**config.mk**
```make
export PLATFORM = sky130hd
export DESIGN_NAME = tdm_demux
export DESIGN_NICKNAME = d
export VERILOG_FILES = /design/src/rtl/tdm_pkg.sv /design/src/rtl/tdm_demux_demux1n.sv /design/src/rtl/tdm_demux.sv
export SDC_FILE = /design/constraint.sdc
export NUM_CORES = 1
export LEC_CHECK = 0
export BUFFER_PORTS_ARGS = -buffer_cell sky130_fd_sc_hd__clkbuf_2
export CAP_MARGIN = 20
export CORE_ASPECT_RATIO = 1.1
export CORE_MARGIN = 4
export CORE_UTILIZATION = 40
export CTS_CLUSTER_DIAMETER = 30
export DETAILED_ROUTE_END_ITERATION = 6
export SYNTH_ARGS = -nofsm -noshare
export SYNTH_HDL_FRONTEND = slang
export SYNTH_SLANG_ARGS = --single-unit
```
**constraint.sdc**
```tcl
create_clock -name clk -period 3.2 [get_ports clk]
set_clock_uncertainty 0.2 [all_clocks]
set_input_delay 0.48 -clock clk [delete_from_list [all_inputs] [get_ports clk]]
set_output_delay 0.48 -clock clk [all_outputs]
set_load 0.03 [all_outputs]
```
**src/rtl/tdm_pkg.sv**
```systemverilog
// Shared types and helpers for the TDM receive demultiplexer.
// No logic; no latency; no backpressure.
// Framing state is a single bit: hunting for sync, or locked to the frame.
package tdm_pkg;

    typedef enum logic {
        HUNT,
        LOCKED
    } state_t;

    function automatic int cnt_width(input int n_ch);
        return $clog2(n_ch);
    endfunction

endpackage

```
**src/rtl/tdm_demux_demux1n.sv**
```systemverilog
// Decodes a channel select into a one-hot write enable for the shadow registers.
// Combinational, zero latency.
// No backpressure; en=0 forces all enables low.
module demux1n #(
    parameter int N = 4
) (
    input  logic [$clog2(N)-1:0] sel,
    input  logic                 en,
    output logic [N-1:0]         onehot
);

    localparam int SW = $clog2(N);

    always_comb begin
        onehot = '0;
        for (int i = 0; i < N; i++) begin
            onehot[i] = en && (sel == SW'(i));
        end
    end

endmodule

```
**src/rtl/tdm_demux.sv**
```systemverilog
// Steers a sync-framed TDM sample stream into per-channel registers; presents whole frames.
// Latency: out_data/frame_valid register one cycle after the last channel is sampled.
// No backpressure: one sample per cycle accepted; in_valid=0 cycles are free gaps.
module tdm_demux
    import tdm_pkg::*;
#(
    parameter int N_CH = 4,
    parameter int W    = 8
) (
    input  logic            clk,
    input  logic            rst,
    input  logic            in_valid,
    input  logic            in_sync,
    input  logic [W-1:0]    in_data,
    output logic [N_CH*W-1:0] out_data,
    output logic            frame_valid,
    output logic            locked,
    output logic            sync_err
);

    localparam int CW = cnt_width(N_CH);
    localparam logic [CW-1:0] LAST = CW'(N_CH - 1);

    state_t              state;
    logic [CW-1:0]       cnt;
    logic [W-1:0]        shadow [N_CH];
    logic [CW-1:0]       wr_sel;
    logic                wr_en;
    logic [N_CH-1:0]     wr_onehot;
    logic [N_CH*W-1:0]   frame_next;

    // A sync sample always restarts at channel 0, whatever cnt says.
    always_comb begin
        wr_sel = in_sync ? '0 : cnt;
        wr_en  = in_valid && (in_sync || (state == LOCKED && cnt != '0));
    end

    demux1n #(
        .N (N_CH)
    ) u_demux1n (
        .sel    (wr_sel),
        .en     (wr_en),
        .onehot (wr_onehot)
    );

    // The last channel bypasses its shadow so the frame completes on its own edge.
    always_comb begin
        frame_next = '0;
        for (int k = 0; k < N_CH; k++) begin
            frame_next[k*W +: W] = (k == N_CH - 1) ? in_data : shadow[k];
        end
    end

    always_ff @(posedge clk) begin
        if (rst) begin
            state       <= HUNT;
            cnt         <= '0;
            out_data    <= '0;
            frame_valid <= 1'b0;
            locked      <= 1'b0;
            sync_err    <= 1'b0;
            for (int k = 0; k < N_CH; k++) begin
                shadow[k] <= '0;
            end
        end else begin
            frame_valid <= 1'b0;
            sync_err    <= 1'b0;
            for (int k = 0; k < N_CH; k++) begin
                if (wr_onehot[k]) begin
                    shadow[k] <= in_data;
                end
            end
            if (in_valid) begin
                if (in_sync) begin
                    if (state == LOCKED && cnt != '0) begin
                        sync_err <= 1'b1;
                    end
                    state  <= LOCKED;
                    locked <= 1'b1;
                    cnt    <= CW'(1);
                end else if (state == LOCKED) begin
                    if (cnt == '0) begin
                        sync_err <= 1'b1;
                        state    <= HUNT;
                        locked   <= 1'b0;
                    end else if (cnt == LAST) begin
                        out_data    <= frame_next;
                        frame_valid <= 1'b1;
                        cnt         <= '0;
                    end else begin
                        cnt <= cnt + CW'(1);
                    end
                end
            end
        end
    end

endmodule

```
==> out/results.txt <==
final worst-path cycle share: 79.0%
Max Clk Rate: 0.396 GHz
clock slew at reported path FFs: 0.06 ns
Slew Limit Fails: 0
DIE HEIGHT: 93.2 um
Post-DP HPWL: 3460 um
syn_nets: 251
syn avg cell area: 11.1 sq um
vias in the first global route: 1,771
Ys Warns: 0
Yosys reg bits: 62
fin util: 48.6%
Final setup viols: 0
Total Routed Length: 5220 um
CP Capture Type: flip-flop
status: finished, final reports clean
maximum VDD drop: 250 uV
Final #Nets: 292
DRC: 0
Final Hold Vio Count: 0
clk buf depth: 2
largest net degree at the start of global routing: 42
count of input and output buffers: 46
Iter 0 DRT Violations: 105
CP Class: reg -> reg
Row Count: 30
PD cells: 507 mW/mm^2
layout cells sized above 1: 30.4%
Crit Path Max Fanout: 13
antenna violations before repair: 0
simple-gate share of the synthesized area: 26.1%
leakage: 1.22 nW
Post-Syn Instances: 237
Synth-to-Final Area Change: 16.2%
CP required: 2.99 ns
adder and majority cell fraction of the synthesized area: 0.948%
Skew-Pair Late Insertion Delay: 0.33 ns
FF-to-FF setup slack: 0.67 ns
portion of netlist area occupied by mux cells: 3.03%
post-CTS setup repair buffer count: 0
antenna cell count: 0
Min-Delay Path Class: reg -> reg
I/O pins: 47
H-tree levels: 3
unique cell type count in the Yosys netlist: 28
main combinational cell family by area after synthesis: simple AND/OR/NAND/NOR gates
headroom to the max-slew limit: 59.3%
CP Data Arrival Time: 2.32 ns
DR WL/cell: 14.4 um
GRT Total Usage: 14.2%
DRT Pass-1 Iters: 4
pre-CTS WS: 0.708 ns
Final min period: 2.53 ns
worst slew pin tran: 0.611 ns
total CTS buffers: 9
RSZ-0062 raised after global routing: false
first-pass GRT wire length: 8740 um
Maximum Capacitance Violations: 0
most frequent cells in the layout: clkbuf_2, nand2b_1, dfxtp_1
Die Width: 85.5 um
setup TNS: 0 ns
CTS root buf: clkbuf_8
area of the die: 0.00797 sq mm
CTS sink cnt: 62
synthesized area: 0.00264 sq mm
routed vias: 1,829
CTS tree: built
sequential-to-total area share from yosys stat: 56.1%
post-synthesis compound-gate area fraction: 8.86%
CTS Hold Bufs: 0
Starting Density: 41.9%
most common cell after layout, fill and taps aside: clkbuf_2
gr ovfl total: 0
Core ar.: 0.00631 sq mm
XOR/XNOR Fraction of Synth Area: 0.332%
CTS resizes: 0
Final Wtd Congestion: 0.773
startpoint types: flip-flop
Final WS setup: 0.673 ns
remaining antenna violation count: 0
drt via density: 5.04
critical path: stages (launching register included):
cell and delay [ns]:
dfxtp_1 0.42, inv_1 0.09, ha_1 0.30, and4bb_1 0.33, buf_4 0.20, nand3_1 0.26
nand2b_1 0.39
cells by family after synthesis:
logic type,Yosys count
mux,8
flops,62
simple gates,111
buf+inv,22
xor+xnor,1
fa+ha+maj,2
compound gates,31
layer usage:
layer | GRT usage (%) | part of all wire (%) | up-vias
met5 | 0 | 0 | -
met4 | 5.80 | 2.3 | 0
met3 | 5.20 | 6.0 | 13
met2 | 21.2 | 47 | 46
met1 | 18.5 | 45 | 854
li1 | - | - | 916
stage by stage:
stage	total power [W]	cell area (sq um)	hold WS (ns)	instances
floorplan	0.000908	2640	0.276	237
global placement	0.000928	2890	0.257	347
detailed placement	0.000929	2890	0.254	347
CTS	0.00157	3070	0.253	363
global route	0.00162	3070	0.287	363
finish	0.00156	3070	0.265	363
power by group:
group,internal [W],leakage (nW),total (W),switching [W]
clock,0.000351,0.0949,0.000644,0.000294
combinational,0.0000273,0.565,0.0000678,0.0000405
sequential,0.000836,0.557,0.000843,0.00000757
total,0.00121,1.22,0.00156,0.000342
worst paths after layout:
check / from / to / cells past startpoint
worst max register to register: cnt[0] / shadow[0][20] / 6
worst min register to register: locked / locked / 2
worst min-delay path: locked / locked / 2
worst max-delay path: cnt[0] / shadow[0][20] / 6
cells in the mapped netlist (all sizes together):
| library cell | instances | area, sq um |
|---|---|---|
| nand2b | 44 | 275 |
| xnor2 | 1 | 8.76 |
| dfxtp | 38 | 761 |
| or3b | 1 | 8.76 |
| nand3 | 3 | 15.0 |
| o31a | 1 | 8.76 |
| nor2b | 1 | 6.26 |
| ha | 2 | 25.0 |
| mux2i | 8 | 80.1 |
| and4bb | 1 | 12.5 |
| nor3 | 1 | 5.00 |
| o21ai | 26 | 205 |
| nor2 | 25 | 93.8 |
| nand4b | 24 | 210 |
| edfxtp | 24 | 721 |
| inv | 2 | 7.51 |
| and2 | 1 | 8.76 |
| nor4b | 2 | 17.5 |
| nand2 | 7 | 28.8 |
| nand3b | 1 | 7.51 |
| buf | 9 | 72.6 |
| a21oi | 4 | 20.0 |
| clkbuf | 11 | 41.3 |
registers in the layout (all words and copies together), names as in the netlist:
register and flops:
out_data 32, cnt 2, state 1, frame_valid 1
shadow 24, sync_err 1, locked 1
cell type report:
type,instances,area (sq um)
Clock buffer,10,128
Fill cell,604,3240
Sequential cell,62,1480
Tap cell,80,100
Inverter,2,7.51
Multi-Input combinational cell,153,1040
Timing Repair Buffer,50,260
Clock inverter,6,52.6
No activity file was read; power rests on OpenSTA's default activity.
